===== config.mk =====
export PLATFORM = sky130hd
export DESIGN_NAME = bcd_serial_sub
export DESIGN_NICKNAME = d
export VERILOG_FILES = /design/src/rtl/bcd_pkg.sv /design/src/rtl/bcd_digit_sub.sv /design/src/rtl/bcd_serial_sub.sv
export SDC_FILE = /design/constraint.sdc
export NUM_CORES = 1
export LEC_CHECK = 0
export BUFFER_PORTS_ARGS = -buffer_cell sky130_fd_sc_hd__buf_2
export CORE_MARGIN = 5
export CORE_UTILIZATION = 50
export CTS_BUF_LIST = sky130_fd_sc_hd__clkbuf_8
export CTS_CLUSTER_SIZE = 28
export DETAILED_ROUTE_END_ITERATION = 16
export MAX_ROUTING_LAYER = met4
export PLACE_DENSITY = 0.7
export SKIP_LAST_GASP = 1
export SLEW_MARGIN = 40
export SYNTH_ARGS = -nofsm -noshare
export SYNTH_HDL_FRONTEND = slang
export SYNTH_SLANG_ARGS = --single-unit

===== constraint.sdc =====
create_clock -name clk -period 3.81 [get_ports clk]
set_clock_uncertainty 0.05 [all_clocks]
set_input_delay 0.762 -clock clk [delete_from_list [all_inputs] [get_ports clk]]
set_output_delay 0.762 -clock clk [all_outputs]
set_load 0.02 [all_outputs]

===== src/rtl/bcd_pkg.sv =====
// Shared types and constants for the decimal datapath blocks.
package bcd_pkg;

    typedef logic [3:0] bcd_digit_t;

    localparam bcd_digit_t BCD_MAX  = 4'd9;
    localparam bcd_digit_t BCD_BASE = 4'd10;

    typedef enum logic {
        COLLECT = 1'b0,
        EMIT    = 1'b1
    } state_t;

endpackage


===== src/rtl/bcd_digit_sub.sv =====
// One BCD digit subtract with borrow: diff = a - b - bin, folded back into 0..9.
module bcd_digit_sub
    import bcd_pkg::*;
(
    input  logic [3:0] a,
    input  logic [3:0] b,
    input  logic       bin,
    output logic [3:0] diff,
    output logic       bout
);

    logic [4:0] t;

    // Five bits hold a - b - bin for any 4-bit inputs; bit 4 is the sign.
    always_comb begin
        t    = {1'b0, a} - {1'b0, b} - {4'b0000, bin};
        bout = t[4];
        diff = bout ? (t[3:0] + BCD_BASE) : t[3:0];
    end

endmodule


===== src/rtl/bcd_serial_sub.sv =====
// Digit-serial BCD subtractor A - B, LSD first. Collects the raw difference
// into a buffer, then emits sign plus magnitude, complementing on the fly
// when the result is negative.
module bcd_serial_sub
    import bcd_pkg::*;
#(
    parameter int DIGITS = 4
) (
    input  logic       clk,
    input  logic       rst,
    input  logic       in_valid,
    output logic       in_ready,
    input  logic       in_last,
    input  logic [3:0] a,
    input  logic [3:0] b,
    output logic       out_valid,
    input  logic       out_ready,
    output logic [3:0] out_digit,
    output logic       out_last,
    output logic       out_neg,
    output logic       out_err
);

    // Count/n must reach DIGITS, so they are one bit wider than the index.
    localparam int CW = $clog2(DIGITS + 1);
    localparam int AW = (DIGITS > 1) ? $clog2(DIGITS) : 1;

    state_t     state, state_nxt;
    bcd_digit_t dbuf [DIGITS];
    logic [CW-1:0] count, n, idx;
    logic       borrow, err, neg, c, c_nxt;

    logic       accept, emit_hs, last_in, last_out;
    bcd_digit_t diff, cur, d9;
    logic       bout, cmp_bout;

    assign accept   = in_valid & in_ready;
    assign emit_hs  = out_valid & out_ready;
    assign last_in  = in_last | (count == CW'(DIGITS - 1));
    assign last_out = (idx == n - CW'(1));
    assign cur      = dbuf[idx[AW-1:0]];

    // Collect-side digit subtract.
    bcd_digit_sub u_sub (
        .a    (a),
        .b    (b),
        .bin  (borrow),
        .diff (diff),
        .bout (bout)
    );

    // Emit-side nines' complement of the stored digit (9 - d).
    bcd_digit_sub u_cmp (
        .a    (BCD_MAX),
        .b    (cur),
        .bin  (1'b0),
        .diff (d9),
        .bout (cmp_bout)
    );

    // State register.
    always_ff @(posedge clk) begin
        if (rst) state <= COLLECT;
        else     state <= state_nxt;
    end

    // Next-state: leave COLLECT on the last accept, leave EMIT on the last handshake.
    always_comb begin
        state_nxt = state;
        case (state)
            COLLECT: if (accept && last_in)   state_nxt = EMIT;
            EMIT:    if (emit_hs && last_out) state_nxt = COLLECT;
            default: state_nxt = COLLECT;
        endcase
    end

    // Outputs and the serial ten's-complement step (9 - d + c).
    always_comb begin
        in_ready  = 1'b0;
        out_valid = 1'b0;
        out_digit = 4'd0;
        out_last  = 1'b0;
        out_neg   = 1'b0;
        out_err   = 1'b0;
        c_nxt     = c;
        case (state)
            COLLECT: in_ready = 1'b1;
            EMIT: begin
                out_valid = 1'b1;
                out_last  = last_out;
                out_neg   = neg & last_out;
                out_err   = err & last_out;
                if (neg) begin
                    // 9 - d + 1 overflows only when d == 0; carry then ripples on.
                    if (c && (d9 == BCD_MAX) && !cmp_bout) begin
                        out_digit = 4'd0;
                        c_nxt     = 1'b1;
                    end else begin
                        out_digit = d9 + {3'b000, c};
                        c_nxt     = 1'b0;
                    end
                end else begin
                    out_digit = cur;
                end
            end
            default: ;
        endcase
    end

    // Control registers: borrow chain, digit count, error flag, emit index.
    always_ff @(posedge clk) begin
        if (rst) begin
            borrow <= 1'b0;
            count  <= '0;
            err    <= 1'b0;
            neg    <= 1'b0;
            n      <= '0;
            idx    <= '0;
            c      <= 1'b0;
        end else if (accept) begin
            borrow <= bout;
            count  <= count + CW'(1);
            err    <= err | (a > BCD_MAX) | (b > BCD_MAX);
            if (last_in) begin
                neg <= bout;
                n   <= count + CW'(1);
                idx <= '0;
                c   <= 1'b1;
            end
        end else if (emit_hs) begin
            idx <= idx + CW'(1);
            c   <= c_nxt;
            if (last_out) begin
                borrow <= 1'b0;
                count  <= '0;
                err    <= 1'b0;
            end
        end
    end

    // Raw difference buffer; contents are don't-care after reset.
    always_ff @(posedge clk) begin
        if (accept) dbuf[count[AW-1:0]] <= diff;
    end

endmodule


Word level (Yosys, flattened, before mapping) --
Memories as Yosys holds them, arrays and structs flattened. A register that Yosys moved wholly into a read port is not among the register bits. Index checks and enable logic that the tools add are counted.
Operators by class: add/subtract/negate cells 9, multiply operators 0, divide/modulo/power cells 0, magnitude comparators 2, equal/unequal tests 4, shift-type cells 0, mux-type cells 33, bitwise operators 8, reductions and logical operators 13
Operators by type and width (count):
- 4-bit two-way mux | 5
- 1-bit two-way mux | 19
- 3-bit two-way mux | 6
- 4-bit adder (second input constant) | 2
- 4-bit greater-than comparator (second input constant) | 2
- 2-bit nonzero test | 4
- 3-bit by 1-bit adder with 3-bit output (second input constant) | 2
- 2-bit AND reduction | 3
- 4-bit by 4-bit subtractor with 5-bit output | 1
- 4-bit by 4-bit subtractor with 5-bit output (first input constant) | 1
- 5-bit by 1-bit subtractor with 5-bit output | 1
- 4-bit by 1-bit adder with 4-bit output | 1
- 1-bit AND | 4
- 4-bit == test (second input constant) | 1
- 1-bit logical AND | 4
- 2-bit two-way mux | 2
- 4-bit AND reduction | 1
- 3-bit by 2-bit == test with 1-bit output (second input constant) | 1
- 3-bit == test | 1
- 1-bit bitwise OR | 3
- 3-bit by 1-bit subtractor with 3-bit output (second input constant) | 1
- 2-bit by 1-bit inequality test with 1-bit output (second input constant) | 1
- 1-bit one-hot mux with 2 select lines | 1
- 1-bit logical NOT | 1
- 1-bit inverter | 1
Storage, ports and cells: bits in registers 14, latch bits 0, memory bits (writable) 16, bits in read-only memories 0, input port bits 13, output and inout bits 9, logic and storage cells 78, memories kept 1
Memory list:
- dbuf | depth 4, width 4, read ports 1, clocked after memory_dff 1, write ports 1, line bcd_serial_sub.sv:29 | bcd_digit_t dbuf [DIGITS];

Longest topological paths before layout --
depth in word-level cells 11, gate-level depth with buffers 9, mapped depth without buffers 8

Cells and area by module --
A second synthesis with hierarchy kept.
Unflattened totals: cells, all modules 199, area, all modules 2079.5 µm²
By module, submodules not included:
- bcd_serial_sub | times used 1, cells an instance 135, area an instance 1531.5 µm², seq. area each 800.8 µm²
- bcd_digit_sub | times used 2, cells an instance 32, area an instance 274.0 µm², seq. area each 0.0 µm²

Worst setup path after synthesis --
Ideal clock, no wire load.
kind register -> output, start point reg with a tool-made name, end point out out_digit[1], arrival 2.695 ns, data required time 2.998 ns, setup slack 0.303 ns, stages on the path, launching flop included 10, buffers on the path 1, path through dfxtp_1 > buf_6 > mux4_2 > inv_1 > ha_1 > or3b_2 > o2bb2a_1 > a211oi_2 > o22ai_1 > and2_1
RTL lines:
- to (decl) | line bcd_serial_sub.sv:18 | output logic [3:0] out_digit,

==> results_dict.tcl <==
set metrics [dict create \
    cts_buffers 5 \
    drt-total-wl_um 3490 \
    dp_hpwl_um 2800 \
    ys.flop_type "edfxtp_1" \
    r2r_slack_ps 1130 \
    synth_area_leaders "edfxtp_1, dfxtp_1, ha_1, inv_1, mux4_2" \
    max_clock_freq_mhz 270 \
    top_level_ports 22 \
    routabilityCongestion 0.893 \
    grt_pass1_vias 1352 \
    synthAdderAreaFrac 0.139 \
    drtPass1Iterations 4 \
    avgSynthCellArea_um2 10.4 \
    dp.cells 249 \
    drive_gt1_frac 0.230 \
    async_flop_share 0 \
    overflow 0 \
    wirelength_met1_um 1480 \
    rsz0062_at_grt "false" \
    nNetsFinal 245 \
    synth_seq_area_share 0.419 \
    power_frac_comb 0.266 \
    netlist_area_um2 1910 \
    route.detailed.drc 0 \
    yosys.area.top_type "edfxtp_1" \
    crit_fanout 6 \
    synthMuxAreaShare 0.0576 \
    antenna_cells 0 \
    highest_layer "met4" \
    synth_seq_cells 32 \
    synth_top_family_by_area "simple AND/OR/NAND/NOR gates" \
    synth_top_area_share 0.251 \
    grt_usage 0.154 \
    maxSlewViolCount 0 \
    area_growth_pct 14.8 \
    initial_utilization 0.518 \
    slew_headroom 0.508 \
    fillers 322 \
    critPathArrivalTime_ps 2900 \
    core_um2 3690 \
    clk-insertion-delay-late_ps 280 \
    status "finished clean" \
    hp-class "flip-flop to flip-flop" \
    worstMarginPinSlew_ps 735 \
    io_buffers 21 \
    ff2ff_path_depth 9 \
    tns_ps 0 \
    synth_compound_gate_area_share 0.104 \
    leakagePower_nw 0.920 \
    dieArea_um2 5160 \
    fin_util 0.595 \
    hold_ws_ps 427 \
    cts_sinks 32 \
    synth_edf_count 16 \
    synth_xor_area_frac 0.0576 \
    p_int_uw 654 \
    cp_slowest_cell "mux4_2" \
    drtIter0Drc 38 \
    fin_area_um2 2190 \
    required_ps 3000 \
    rows 22 \
    die_width_um 71.8 \
    multi_input_area_um2 1010 \
    cts_root_buf "clkbuf_8" \
    switchingPower_uw 268 \
    min_period_ps 3710 \
    min_from "borrow$_SDFFE_PP0P_" \
    antenna_left 0 \
    synth_cells 183 \
    regArea_um2 805 \
    fin_crit_sh 0.973 \
    cts_tree "built" \
    end_kind "primary output" \
    critical_path_class "flip-flop to primary output" \
    power_density_nw_per_um2 421 \
    grt_max_degree 15 \
    grt_pass1_wl_um 6000 \
    die_h_um 71.8 \
    startpoint_type "flip-flop" \
    placed_area_um2 2050 \
    wl_met3_um 144 \
    finalSetupViolations 0 \
    vias 1357 \
    timing_hold_violations_final 0 \
    via_per_inst 5.20 \
    path_cells "mux4_2 > inv_4 > ha_1 > or3b_2 > o2bb2a_4 > a211oi_4 > o22ai_1 > and2_1 > buf_2" \
    slowest_delay_ps 540 \
    synth-simple-area-share 0.162 \
    clock_path_buffers 2 \
    seq_power_share 0.454 \
    syn-num-nets 216 \
    wl_per_cell_um 13.4 \
    yosysWarnings 0 \
    final_cells 261 \
    whs_path_depth 2 \
    synth_cell_types 43 \
    met2WireLength_um 1800 \
    maxCapViolCount 0 \
    swShare 0.291 \
    vdd_drop_max_mv 0.193 \
    antenna_found_initial 0 \
    path_clk_slew_ps 60 \
    p_clk_frac 0.280 \
    htreeDepth 2 \
]
layer usage:
layer / vias to the layer above / track usage
li1: 702 / -
met1: 623 / 0.171
met2: 25 / 0.260
met3: 7 / 0.0421
met4: 0 / 0.0626
met5: - / -
cell families (layout without fill, tap and decap cells):
family | after synthesis | after routing
fa+ha+maj | 20 | 20
simple gates | 58 | 58
mux | 7 | 7
flops | 32 | 32
buf+inv | 24 | 54
xor+xnor | 11 | 11
compound gates | 31 | 31
cell type report:
| class | instances | share of cell area |
|---|---|---|
| clock buffers | 6 | 0.0376 |
| flip-flops and latches | 32 | 0.367 |
| well taps | 48 | 0.0274 |
| multi-input cells | 127 | 0.461 |
| inverters | 19 | 0.0337 |
| clock inverters | 2 | 0.00456 |
| repair buffers | 27 | 0.0685 |
timing repair:
item,in CTS,in global routing
pin swaps,1,1
endpoints found under the setup margin,2,3
gates resized for setup,4,3
buffers inserted,3,1
hold buffers,0,0
Yosys cell counts, types with 4 or more instances:
master and number:
nor2_1 15, nand3_1 6, o21ai_0 7, inv_1 19
dfxtp_1 16, ha_1 18, nand2b_1 4, a21oi_1 11
xnor2_1 4, nand2_1 10, edfxtp_1 16, and2_1 5
xor2_1 6
power groups by stage:
stage / clock [mW] / sequential [mW] / combinational, mW
after floorplan: 0 / 0.421 / 0.178
after global placement: 0 / 0.426 / 0.216
after detailed placement: 0 / 0.427 / 0.230
after CTS: 0.265 / 0.420 / 0.240
after global routing: 0.282 / 0.422 / 0.274
final: 0.258 / 0.419 / 0.245
placed cells by master, fill, tap and decap left out, types with 4 or more instances in the layout:
cell type	synthesis	layout
nand2b_1	4	4
dfxtp_1	16	15
xnor2_1	4	4
inv_1	19	18
clkbuf_8	1	6
and2_1	5	5
xor2_1	6	6
nand3_1	6	6
buf_4	0	6
buf_2	0	21
edfxtp_1	16	16
nor2_1	15	15
nand2_1	10	10
a21oi_1	11	11
o21ai_0	7	7
ha_1	18	18
flip-flops by register name (all words and copies together), names as in the netlist, named ones only:
| register | count |
|---|---|
| dbuf | 16 |
| count | 3 |
| idx | 3 |
| n | 3 |
| borrow | 1 |
| c | 1 |
| err | 1 |
| neg | 1 |
| state | 1 |
final timing paths:
kind	to
worst max-delay path	out_digit[1]
worst min-delay path	borrow$_SDFFE_PP0P_
worst max register to register	c$_SDFFE_PP0P_
worst min register to register	borrow$_SDFFE_PP0P_
per-stage QoR:
step / power (mW) / setup slack, ps
after global placement: 0.642 / 228
after detailed placement: 0.657 / 146
after floorplan: 0.599 / 303
after global routing: 0.978 / 3.18
after CTS: 0.925 / 5.30
final: 0.922 / 103
worst max-delay path: cells and delay by family (launching register included):
family | cells | cell delay [ps]
buffers and inverters | 2 | 250
AND/OR/NAND/NOR | 2 | 630
multiplexers | 1 | 540
AO/OA/AOI/OAI | 3 | 580
flip-flops | 1 | 360
adder cells (fa/ha/maj) | 1 | 260
No activity file was read; power rests on OpenSTA's default activity.
